### config.mk
export PLATFORM = sky130hd
export DESIGN_NAME = qr_payload_packer
export DESIGN_NICKNAME = d
export VERILOG_FILES = /design/src/rtl/qr_payload_packer.sv
export SDC_FILE = /design/constraint.sdc
export NUM_CORES = 1
export LEC_CHECK = 0
export BUFFER_PORTS_ARGS = -buffer_cell sky130_fd_sc_hd__buf_2
export CORE_MARGIN = 3
export CORE_UTILIZATION = 55
export DETAILED_ROUTE_END_ITERATION = 7
export HOLD_SLACK_MARGIN = 0.08
export PLACE_DENSITY = 0.82
export SLEW_MARGIN = 10
export SYNTH_ARGS = -nofsm -noshare
export SYNTH_HDL_FRONTEND = slang
export SYNTH_SLANG_ARGS = --single-unit
### constraint.sdc
create_clock -name clk_in -period 6.2 [get_ports clk_in]
set_input_delay 1.55 -clock clk_in [delete_from_list [all_inputs] [get_ports clk_in]]
set_output_delay 1.55 -clock clk_in [all_outputs]
set_load 0.01 [all_outputs]
### src/rtl/qr_payload_packer.sv
// Serial QR data-codeword parser: captures the mode indicator and character count,
// then packs byte-mode payload bytes MSB-first into five 32-bit output words.
module qr_payload_packer #(
  parameter int         MAX_BYTES = 20,
  parameter logic [3:0] BYTE_MODE = 4'b0100
) (
  input  logic        clk_in,
  input  logic        rst_in,
  input  logic        start_in,
  input  logic        bit_in,
  input  logic        bit_valid_in,
  output logic        ready_out,
  output logic [31:0] block1_out,
  output logic [31:0] block2_out,
  output logic [31:0] block3_out,
  output logic [31:0] block4_out,
  output logic [31:0] block5_out,
  output logic [3:0]  datatype_out,
  output logic [7:0]  length_out,
  output logic        done_out,
  output logic        error_out,
  output logic        busy_out
);

  typedef enum logic [2:0] {
    IDLE,
    MODE,
    COUNT,
    DATA,
    FINISH
  } state_t;

  state_t         state_q, state_d;
  logic [2:0]     bit_cnt_q, bit_cnt_d;
  logic [4:0]     byte_idx_q, byte_idx_d;
  logic [6:0]     shift_q, shift_d;
  logic [159:0]   payload_q, payload_d;
  logic [3:0]     datatype_q, datatype_d;
  logic [7:0]     length_q, length_d;
  logic           error_q, error_d;

  logic           ready;
  logic           accept;
  logic [3:0]     mode_next;
  logic [7:0]     len_next;
  logic [7:0]     byte_next;

  assign ready     = (state_q == MODE) || (state_q == COUNT) || (state_q == DATA);
  assign accept    = bit_valid_in && ready;
  assign mode_next = {datatype_q[2:0], bit_in};
  assign len_next  = {length_q[6:0], bit_in};
  assign byte_next = {shift_q, bit_in};

  always_comb begin
    state_d    = state_q;
    bit_cnt_d  = bit_cnt_q;
    byte_idx_d = byte_idx_q;
    shift_d    = shift_q;
    payload_d  = payload_q;
    datatype_d = datatype_q;
    length_d   = length_q;
    error_d    = error_q;

    // start_in overrides everything, including a bit accepted on the same edge
    if (start_in) begin
      state_d    = MODE;
      bit_cnt_d  = 3'd0;
      byte_idx_d = 5'd0;
      shift_d    = 7'd0;
      payload_d  = '0;
      datatype_d = 4'd0;
      length_d   = 8'd0;
      error_d    = 1'b0;
    end else begin
      case (state_q)
        IDLE: ;
        MODE: begin
          if (accept) begin
            datatype_d = mode_next;
            bit_cnt_d  = bit_cnt_q + 3'd1;
            if (bit_cnt_q == 3'd3) begin
              bit_cnt_d = 3'd0;
              if (mode_next == BYTE_MODE) begin
                state_d = COUNT;
              end else begin
                state_d = IDLE;
                error_d = 1'b1;
              end
            end
          end
        end
        COUNT: begin
          if (accept) begin
            length_d  = len_next;
            bit_cnt_d = bit_cnt_q + 3'd1;
            if (bit_cnt_q == 3'd7) begin
              bit_cnt_d  = 3'd0;
              byte_idx_d = 5'd0;
              if (len_next == 8'd0) begin
                state_d = FINISH;
              end else if (len_next > 8'(MAX_BYTES)) begin
                state_d = IDLE;
                error_d = 1'b1;
              end else begin
                state_d = DATA;
              end
            end
          end
        end
        DATA: begin
          if (accept) begin
            shift_d   = byte_next[6:0];
            bit_cnt_d = bit_cnt_q + 3'd1;
            if (bit_cnt_q == 3'd7) begin
              // byte k occupies bits [159-8k -: 8], i.e. block(k/4+1) from the top byte down
              for (int k = 0; k < MAX_BYTES; k++) begin
                if (byte_idx_q == 5'(k)) begin
                  payload_d[159-8*k -: 8] = byte_next;
                end
              end
              if ({3'd0, byte_idx_q} == length_q - 8'd1) begin
                state_d = FINISH;
              end else begin
                byte_idx_d = byte_idx_q + 5'd1;
              end
            end
          end
        end
        FINISH: state_d = IDLE;
        default: state_d = IDLE;
      endcase
    end
  end

  always_ff @(posedge clk_in) begin
    if (rst_in) begin
      state_q    <= IDLE;
      bit_cnt_q  <= 3'd0;
      byte_idx_q <= 5'd0;
      shift_q    <= 7'd0;
      payload_q  <= '0;
      datatype_q <= 4'd0;
      length_q   <= 8'd0;
      error_q    <= 1'b0;
    end else begin
      state_q    <= state_d;
      bit_cnt_q  <= bit_cnt_d;
      byte_idx_q <= byte_idx_d;
      shift_q    <= shift_d;
      payload_q  <= payload_d;
      datatype_q <= datatype_d;
      length_q   <= length_d;
      error_q    <= error_d;
    end
  end

  assign ready_out    = ready;
  assign busy_out     = (state_q != IDLE);
  assign done_out     = (state_q == FINISH);
  assign error_out    = error_q;
  assign datatype_out = datatype_q;
  assign length_out   = length_q;
  assign block1_out   = payload_q[159:128];
  assign block2_out   = payload_q[127:96];
  assign block3_out   = payload_q[95:64];
  assign block4_out   = payload_q[63:32];
  assign block5_out   = payload_q[31:0];

endmodule

Word-level counts from Yosys, hierarchy flattened --
Cells that the tools add are included.
Word-level totals: register bits after elaboration 191, input bits 5, output and inout port bits 176, word-level logic and storage cells 150
Cells by class: add/sub/neg operators 3, order comparisons 1, equality and inequality tests 46, muxes and demuxes 32, bitwise logic cells 1, reduce and logical (&&, ||, !) cells 39
Operators by type and width (count):
- 4-bit AND reduction | 21
- 5-bit by 4-bit == test with 1-bit output, second input constant | 8
- 3-bit 2-to-1 mux | 13
- 5-bit 2-to-1 mux | 5
- 8-bit AND reduction | 3
- 5-bit by 3-bit == test with 1-bit output, second input constant | 4
- 5-bit == test, second input constant | 4
- 2-bit != test, second input constant | 7
- 3-bit by 2-bit != test with 1-bit output, second input constant | 4
- 3-bit case mux with 4 select lines | 1
- 5-bit by 2-bit == test with 1-bit output, second input constant | 2
- 2-bit by 1-bit != test with 1-bit output, second input constant | 5
- 5-bit case mux with 2 select lines | 1
- 3-bit by 2-bit == test with 1-bit output, second input constant | 3
- 3-bit != test, second input constant | 3
- 3-bit case mux with 3 select lines | 1
- 5-bit by 8-bit == test with 1-bit output | 1
- 8-bit by 5-bit > comparator with 1-bit output, second input constant | 1
- 8-bit logical NOT | 1
- 1-bit 2-to-1 mux | 8
- 8-bit by 1-bit subtractor with 8-bit output, second input constant | 1
- 3-bit == test, second input constant | 2
- 2-bit AND reduction | 3
- 6-bit AND reduction | 1
- other kinds (15) | 19

Depth between registers and ports, before layout --
Gate-level depths: netlist of run 1.
depth after elaboration 7, gate-level depth with buffers 9, depth with buffers taken out 7

Worst setup path after synthesis of run 1 --
Ideal clock, no wire load.
path type input -> register, start input port bit_valid_in, end register payload_q[48], library setup time 0.128 ns, arrival time 2.963 ns, data required time 6.072 ns, setup slack 3.110 ns, stages 7, path buffers 2, cell sequence clkbuf_1 and4b_1 and4_1 buf_2 nand3_1 mux2i_1 nor2_1
On the way: cells in the longest elaborated chain, start to end 2
Ends and longest elaborated chain:
- from (decl) | line 11 | input logic bit_valid_in,
- 1-bit logical AND | line 49 | assign accept = bit_valid_in && ready;
- 4-bit AND reduction (no line)
- to (signal assigned) | line 150 | payload_q <= payload_d;
- to (decl) | line 37 | logic [159:0] payload_q, payload_d;
Every way passes these cells. A chain may end at the register's enable or synchronous reset.

Worst setup path in the final report of run 1 --
start input port bit_valid_in, end register payload_q[51]
Same word-level chain as after synthesis.

==> load_flow_metrics.sql, run 1 <==
INSERT INTO impl_metrics (metric_group, metric, value, unit) VALUES
('power_and_ir_drop', 'power.leakage', '3.98', 'nW'),
('cts', 'clock_insertion_delay_worst_skew', '430', 'ps'),
('logic_synthesis', 'synth_top_area_frac', '0.504', ''),
('global_routing', 'largest_net_degree_at_the_start_of_global_routing', '85', ''),
('cts', 'clk_path_buf_depth', '2', ''),
('power_and_ir_drop', 'power.internal', '1.81', 'mW'),
('logic_synthesis', 'synth_nets', '911', ''),
('detailed_routing', 'drt_pre_antenna_iters', '5', ''),
('sta', 'timing.final.crit_share', '0.575', ''),
('global_routing', 'antenna_found_initial', '0', ''),
('place', 'gp_congestion', '0.817', ''),
('logic_synthesis', 'ys_top_cells_by_count', 'sky130_fd_sc_hd__dfxtp_1 (191), sky130_fd_sc_hd__nand2_1 (137), sky130_fd_sc_hd__nand3_1 (122), sky130_fd_sc_hd__a21oi_1 (116), sky130_fd_sc_hd__nor2_1 (79)', ''),
('logic_synthesis', 'netlist_area', '0.00759', 'mm^2'),
('logic_synthesis', 'yosysMostFrequentCell', 'sky130_fd_sc_hd__dfxtp_1', ''),
('critical_path', 'required', '6490', 'ps'),
('critical_path', 'worst-r2r-setup-slack', '3120', 'ps'),
('global_routing', 'grt_use_total', '0.266', ''),
('power_and_ir_drop', 'p_seq_frac', '0.527', ''),
('detailed_routing', 'postRouteWirelength', '20.3', 'mm'),
('critical_path', 'worstReg2RegStart', 'bit_cnt_q[0]$_SDFFE_PP0P_', ''),
('hold_path', 'hold_path_class', 'reg -> reg', ''),
('critical_path', 'crit_end', 'payload_q[51]$_SDFFE_PP0P_', ''),
('critical_path', 'max_stage_delay', '890', 'ps'),
('sta', 'finalMaxSlewViolations', '0', ''),
('sta', 'report.final.hold_viol_count', '0', ''),
('logic_synthesis', 'ffs_latches_synth', '191', ''),
('detailed_routing', 'drt.antenna.violating_nets', '0', ''),
('final_layout', 'antennaDiodeCount', '0', ''),
('critical_path', 'path_class', 'in -> reg', ''),
('critical_path', 'crit_path_top_delay_cell', 'sky130_fd_sc_hd__and4_1', ''),
('critical_path', 'startpoint_type_of_the_worst_setup_path', 'input pin', ''),
('logic_synthesis', 'sequential_element_share_of_the_synthesized_area', '0.504', ''),
('global_routing', 'via_count_of_the_first_global_routing_pass', '6105', ''),
('power_and_ir_drop', 'switchingPower', '524', 'uW'),
('logic_synthesis', 'post_synth.cell_area_avg', '8.47', 'um^2'),
('detailed_routing', 'drt-initial-drc-count', '551', ''),
('sta', 'finalSetupViolations', '0', ''),
('final_layout', 'nets', '1037', ''),
('global_routing', 'grt_remaining_overflow', '0', ''),
('cts', 'cts_root_buf', 'sky130_fd_sc_hd__clkbuf_16', ''),
('sta', 'worst_clock_skew', '10.6', 'ps'),
('detailed_routing', 'wl_per_cell', '16.8', 'um'),
('cts', 'tritoncts.num_buffers', '17', ''),
('sta', 'max_slew.worst_pin.slew', '1200', 'ps'),
('cts', 'postCtsSetupBuffers', '0', ''),
('final_layout', 'nFillCells', '1119', ''),
('critical_path', 'cp-end-kind', 'flop', ''),
('detailed_routing', 'drc', '0', ''),
('status', 'status', 'finished, final reports clean', ''),
('hold_path', 'hold_path.startpoint', 'payload_q[114]$_SDFFE_PP0P_', ''),
('power_and_ir_drop', 'clock_power_share', '0.457', ''),
('logic_synthesis', 'synthTopCellsByArea', 'sky130_fd_sc_hd__dfxtp_1 (50%), sky130_fd_sc_hd__mux2i_1 (9.0%), sky130_fd_sc_hd__nand3_1 (8.0%)', ''),
('logic_synthesis', 'synth_enable_flop_cells', '0', ''),
('logic_synthesis', 'yosysWarnings', '0', ''),
('critical_path', 'worst_setup_path_startpoint', 'bit_valid_in', ''),
('cts', 'cts_tree', 'done', ''),
('logic_synthesis', 'synth.largest_area_cell', 'sky130_fd_sc_hd__dfxtp_1', ''),
('power_and_ir_drop', 'power-per-cell-area', '258', 'mW/mm^2'),
('logic_synthesis', 'synthesis.instances', '896', ''),
('floorplan', 'floorplan.initialDensity', '0.569', ''),
('critical_path', 'worstPathArrival', '3860', 'ps'),
('cts', 'cts_hold_buf', '0', ''),
('floorplan', 'die_h', '123', 'um'),
('sta', 'maximum_clock_frequency', '280', 'MHz'),
('sta', 'fin_crit_period', '3570', 'ps'),
('floorplan', 'boundaryPins', '181', ''),
('final_layout', 'post_route_cells_drive_above_1_share', '0.219', ''),
('power_and_ir_drop', 'worst_ir_drop_vdd', '0.000240', 'V'),
('logic_synthesis', 'dominantRegCellSynth', 'sky130_fd_sc_hd__dfxtp_1', ''),
('detailed_routing', 'vias', '6853', ''),
('floorplan', 'horiz_die_dim', '123', 'um');
==> sequential cells by signal (all words and copies together) (netlist names) <==
signal	cells
bit_cnt_q	3
byte_idx_q	5
shift_q	7
payload_q	160
error_out	1
datatype_out	4
state_q	3
length_out	8
==> placed cells by master, fill, tap and decap left out, types with 2 or more instances in the layout <==
cell,synthesis,layout
sky130_fd_sc_hd__and4_1,4,4
sky130_fd_sc_hd__nor3_1,6,6
sky130_fd_sc_hd__xnor2_1,5,5
sky130_fd_sc_hd__nor2_1,79,78
sky130_fd_sc_hd__a21oi_1,116,116
sky130_fd_sc_hd__nand2_1,137,137
sky130_fd_sc_hd__or4_1,3,3
sky130_fd_sc_hd__o211ai_1,7,7
sky130_fd_sc_hd__clkinv_4,0,2
sky130_fd_sc_hd__a31oi_1,3,3
sky130_fd_sc_hd__a211oi_1,6,6
sky130_fd_sc_hd__nor2b_1,4,2
sky130_fd_sc_hd__and3_1,2,2
sky130_fd_sc_hd__nor3b_1,2,2
sky130_fd_sc_hd__buf_4,0,8
sky130_fd_sc_hd__or3_1,2,2
sky130_fd_sc_hd__and2_1,2,2
sky130_fd_sc_hd__nor2b_2,0,2
sky130_fd_sc_hd__mux2i_1,68,68
sky130_fd_sc_hd__buf_2,9,180
sky130_fd_sc_hd__nand3_1,122,122
sky130_fd_sc_hd__inv_6,0,3
sky130_fd_sc_hd__nand2b_1,3,3
sky130_fd_sc_hd__dfxtp_1,191,191
sky130_fd_sc_hd__clkinvlp_4,0,3
sky130_fd_sc_hd__ha_1,10,10
sky130_fd_sc_hd__o21ai_0,8,8
sky130_fd_sc_hd__clkbuf_16,0,17
sky130_fd_sc_hd__clkbuf_1,64,2
sky130_fd_sc_hd__inv_1,7,7
sky130_fd_sc_hd__nor4b_1,2,2
sky130_fd_sc_hd__or2_4,1,2
sky130_fd_sc_hd__nor4_1,4,4
sky130_fd_sc_hd__o21a_1,5,5
==> layer usage <==
layer | up-vias | wire (um) | GRT usage
met3 | 32 | 1730 | 0.0828
met1 | 3247 | 8850 | 0.361
met5 | - | 0 | 0
met4 | 0 | 380 | 0.0893
met2 | 258 | 9380 | 0.402
li1 | 3316 | - | -
==> metrics by stage <==
stage | instance area, um^2 | utilization | worst slack, ps | hold slack, ps | cells
after global routing | 9030 | 0.677 | 2510 | 473 | 1211
after global placement | 8460 | 0.634 | 2290 | 441 | 1179
after detailed placement | 8460 | 0.634 | 2230 | 444 | 1179
after CTS | 9030 | 0.677 | 2690 | 454 | 1211
final | 9030 | 0.677 | 2630 | 451 | 1211
after floorplan | 7590 | - | 3110 | 454 | 896
==> worst min path at each step <==
stage	endpoint	slack, ps	depth (start not counted)
6_report	payload_q[114]$_SDFFE_PP0P_	450	2
2_1_floorplan	payload_q[7]$_SDFFE_PP0P_	450	2
3_5_place_dp	payload_q[114]$_SDFFE_PP0P_	440	2
3_3_place_gp	payload_q[5]$_SDFFE_PP0P_	440	2
5_1_grt	payload_q[114]$_SDFFE_PP0P_	470	2
4_1_cts	payload_q[114]$_SDFFE_PP0P_	450	2
==> layout make-up <==
type	count	area, um^2	share of cell area
Clock buffer	20	447	0.0494
Clock inverter	12	129	0.0143
Inverter	8	30.0	0.00332
Multi-Input combinational cell	616	3420	0.379
Sequential cell	191	3820	0.423
Tap cell	176	220	0.0244
Timing Repair Buffer	188	961	0.106
==> kinds of logic after synthesis <==
group / share of synthesized area
DFF: 0.504
buffers and inverters: 0.0465
AOI/OAI and AO/OA: 0.111
xor gates and xnor gates: 0.00692
adders and majority gates: 0.0165
and+or+nand+nor: 0.225
muxes: 0.0897
==> power by group through the flow <==
stage,sequential (mW),clock [mW],combinational (mW)
2_1_floorplan,1.26,0,0.0298
3_3_place_gp,1.26,0,0.0366
3_5_place_dp,1.26,0,0.0369
4_1_cts,1.23,1.07,0.0370
5_1_grt,1.23,1.12,0.0407
6_report,1.23,1.07,0.0371
==> critical path: cells and delay by family <==
| kind | cells | cell delay [ps] |
|---|---|---|
| AND/OR/NAND/NOR | 4 | 1830 |
| multiplexers | 1 | 300 |
| buffers and inverters | 1 | 160 |
Note: power is estimated with default switching activity, not from simulation.
==> inputs of run 2 (changes only) <==
--- a/config.mk
+++ b/config.mk
@@ -7,10 +7,10 @@
 export LEC_CHECK = 0
 export BUFFER_PORTS_ARGS = -buffer_cell sky130_fd_sc_hd__buf_2
 export CORE_MARGIN = 3
-export CORE_UTILIZATION = 55
+export CORE_UTILIZATION = 48
 export DETAILED_ROUTE_END_ITERATION = 7
 export HOLD_SLACK_MARGIN = 0.08
-export PLACE_DENSITY = 0.82
+export PLACE_DENSITY = 0.76
 export SLEW_MARGIN = 10
 export SYNTH_ARGS = -nofsm -noshare
 export SYNTH_HDL_FRONTEND = slang
==> constraint.sdc (replaced) <==
create_clock -name clk_in -period 3.1 [get_ports clk_in]
set_input_delay 0.775 -clock clk_in [delete_from_list [all_inputs] [get_ports clk_in]]
set_output_delay 0.775 -clock clk_in [all_outputs]
set_load 0.01 [all_outputs]
==> run 2 against run 1 <==
Net effect:
- clock skew up 1.6 ps
- register-to-register slack worse by 2400 ps
- clock power up 110%
- sequential power grew 100%
- critical path type is now reg -> reg
- largest power group unchanged
==> load_flow_metrics.sql, run 2 (synthesized netlist as in run 1, its figures left out) <==
INSERT INTO impl_metrics (metric_group, metric, value, unit) VALUES
('final_layout', 'mostFrequentLayoutCells', 'sky130_fd_sc_hd__dfxtp_1 (191), sky130_fd_sc_hd__buf_2 (180), sky130_fd_sc_hd__nand2_1 (137), sky130_fd_sc_hd__nand3_1 (122), sky130_fd_sc_hd__a21oi_1 (116)', ''),
('power_and_ir_drop', 'power.leakage', '4.07', 'nW'),
('global_routing', 'largest_net_degree_at_the_start_of_global_routing', '92', ''),
('global_routing', 'grt_pass1_wl', '33.7', 'mm'),
('sta', 'maximum_clock_frequency', '415', 'MHz'),
('power_and_ir_drop', 'total_power', '4.82', 'mW'),
('sta', 'worst_clock_skew', '12.2', 'ps'),
('critical_path', 'required', '3450', 'ps'),
('cts', 'post_cts.resized_instances', '0', ''),
('critical_path', 'path_class', 'reg -> reg', ''),
('final_layout', 'post_route_cells_drive_above_1_share', '0.228', ''),
('final_layout', 'mostFrequentLayoutCell', 'sky130_fd_sc_hd__dfxtp_1', ''),
('place', 'dpl.hpwl', '13.3', 'mm'),
('critical_path', 'worstPathArrival', '2750', 'ps'),
('critical_path', 'cp-end-kind', 'flop', ''),
('place', 'placement.io_buffers', '180', ''),
('cts', 'cts_hold_buf', '0', ''),
('global_routing', 'grt_remaining_overflow', '0', ''),
('critical_path', 'crit-reg2reg-capture', 'byte_idx_q[2]$_SDFFE_PP0P_', ''),
('sta', 'whs', '451', 'ps'),
('global_routing', 'grt_use_total', '0.235', ''),
('floorplan', 'floorplan.rows', '45', ''),
('cts', 'tritoncts_num_sinks', '191', ''),
('floorplan', 'boundaryPins', '181', ''),
('cts', 'clk_path_buf_depth', '2', ''),
('critical_path', 'max_stage_delay', '540', 'ps'),
('place', 'placement.cell_area', '0.00860', 'mm^2'),
('global_routing', 'via_count_of_the_first_global_routing_pass', '6404', ''),
('cts', 'cts.clk_slew.worst_paths', '70', 'ps'),
('final_layout', 'nets', '1048', ''),
('sta', 'max-slew-margin-rel', '0.191', ''),
('final_layout', 'finished_core_util', '0.601', ''),
('critical_path', 'crit_family', 'simple AND/OR/NAND/NOR gates', ''),
('place', 'place_worst_setup_slack', '673', 'ps'),
('sta', 'report.final.hold_viol_count', '0', ''),
('detailed_routing', 'postRouteWirelength', '20.7', 'mm'),
('place', 'gp_congestion', '0.817', ''),
('sta', 'fin_crit_period', '2410', 'ps'),
('detailed_routing', 'drt_pre_antenna_iters', '5', ''),
('power_and_ir_drop', 'worst_ir_drop_vdd', '0.000361', 'V'),
('critical_path', 'timing.critical_path.cells', 'inv_1, ha_1, xnor2_1, a211o_1, or4_1, or2_4, o211ai_1', ''),
('cts', 'postCtsSetupBuffers', '0', ''),
('detailed_routing', 'drc', '0', ''),
('critical_path', 'cp_num_buf_inv', '1', ''),
('sta', 'grt_setup_unrepaired', 'false', ''),
('cts', 'cts_tree', 'done', ''),
('critical_path', 'critical_path_fanout_max', '8', ''),
('final_layout', 'largest_reg_flops', '160', ''),
('detailed_routing', 'vias', '6882', ''),
('hold_path', 'holdPathEnd', 'payload_q[20]$_SDFFE_PP0P_', ''),
('critical_path', 'worst-r2r-setup-slack', '690', 'ps'),
('final_layout', 'area_growth_from_synthesis_to_layout', '21.3', '%'),
('detailed_routing', 'drt.antenna.violating_nets', '0', ''),
('status', 'status', 'finished, final reports clean', ''),
('hold_path', 'hold_path_depth', '2', ''),
('final_layout', 'largest_register', 'payload_q', ''),
('hold_path', 'hold_path.startpoint', 'payload_q[20]$_SDFFE_PP0P_', ''),
('floorplan', 'floorplan.initialDensity', '0.496', ''),
('job', 'maxCapViolCount', '0', ''),
('cts', 'clock_insertion_delay_worst_skew', '430', 'ps'),
('final_layout', 'antennaDiodeCount', '0', ''),
('critical_path', 'startpoint_type_of_the_worst_setup_path', 'flop', ''),
('global_routing', 'antenna_found_initial', '0', ''),
('sta', 'setup_tns', '0', 'ps'),
('sta', 'finalSetupViolations', '0', ''),
('sta', 'setup_ws', '693', 'ps'),
('floorplan', 'horiz_die_dim', '132', 'um'),
('cts', 'tritoncts.num_buffers', '17', ''),
('detailed_routing', 'vias_per_cell', '5.47', ''),
('sta', 'timing.final.crit_share', '0.776', ''),
('cts', 'cts_root_buf', 'sky130_fd_sc_hd__clkbuf_16', ''),
('detailed_routing', 'wl_per_cell', '16.5', 'um'),
('critical_path', 'worstReg2RegStart', 'length_out[0]$_SDFFE_PP0P_', ''),
('critical_path', 'worst_reg_to_reg_cells', '7', ''),
('final_layout', 'fin_cells', '1257', ''),
('sta', 'max_slew.worst_pin.slew', '1210', 'ps'),
('critical_path', 'crit_path_top_delay_cell', 'sky130_fd_sc_hd__or4_1', ''),
('hold_path', 'hold_path_class', 'reg -> reg', ''),
('floorplan', 'core_area', '0.0153', 'mm^2'),
('floorplan', 'die-area', '0.0174', 'mm^2'),
('detailed_routing', 'drt-initial-drc-count', '564', ''),
('power_and_ir_drop', 'power-per-cell-area', '523', 'mW/mm^2'),
('floorplan', 'die_h', '132', 'um'),
('cts', 'htree_levels', '4', ''),
('place', 'placedCellCount', '1225', ''),
('final_layout', 'final_cell_area', '0.00921', 'mm^2'),
('sta', 'finalMaxSlewViolations', '0', '');
==> run 2: changes by cell type in the layout (fill, tap and decap cells not counted) <==
cell / delta
sky130_fd_sc_hd__inv_8: +2
sky130_fd_sc_hd__clkinvlp_4: -3
sky130_fd_sc_hd__clkbuf_8: -1
sky130_fd_sc_hd__clkinv_2: +1
sky130_fd_sc_hd__buf_4: +10
sky130_fd_sc_hd__buf_12: +1
sky130_fd_sc_hd__clkinv_8: -1
sky130_fd_sc_hd__bufinv_16: +2
==> run 2: worst max-delay path by stage <==
| stage | startpoint | endpoint | slack [ps] | depth (start not counted) |
|---|---|---|---|---|
| finish | length_out[0]$_SDFFE_PP0P_ | byte_idx_q[2]$_SDFFE_PP0P_ | 690 | 7 |
| global route | length_out[0]$_SDFFE_PP0P_ | byte_idx_q[1]$_SDFFE_PP0P_ | 570 | 7 |
| CTS | length_out[0]$_SDFFE_PP0P_ | state_q[1]$_SDFFE_PP0P_ | 700 | 7 |
| detailed placement | bit_valid_in | payload_q[87]$_SDFFE_PP0P_ | 670 | 7 |
| global placement | bit_valid_in | payload_q[80]$_SDFFE_PP0P_ | 700 | 7 |
| floorplan | bit_valid_in | payload_q[48]$_SDFFE_PP0P_ | 780 | 7 |
==> run 2: final cells by class <==
type,count,area (um^2)
Sequential cell,191,3820
Inverter,8,30.0
Fill cell,1409,6110
Multi-Input combinational cell,616,3420
Clock buffer,19,433
Clock inverter,13,178
Tap cell,211,264
Timing Repair Buffer,199,1060
==> run 2: routing by layer <==
layer,vias up,share of wire,GRT usage
met5,-,0,0
met2,255,0.46,0.369
li1,3339,-,-
met3,27,0.081,0.0687
met1,3261,0.44,0.316
met4,0,0.014,0.0688
==> run 2: where the power goes <==
part | switching (mW) | total [mW] | internal, mW
Combinational | 0.0668 | 0.0860 | 0.0191
Clock | 0.981 | 2.28 | 1.29
Sequential | 0.00157 | 2.46 | 2.45
==> run 2: worst min-delay path, delay by kind of cell (launching register included) <==
| family | cells | cell delay (ps) |
|---|---|---|
| compound gates | 1 | 50 |
| simple gates | 1 | 50 |
| flops | 1 | 310 |
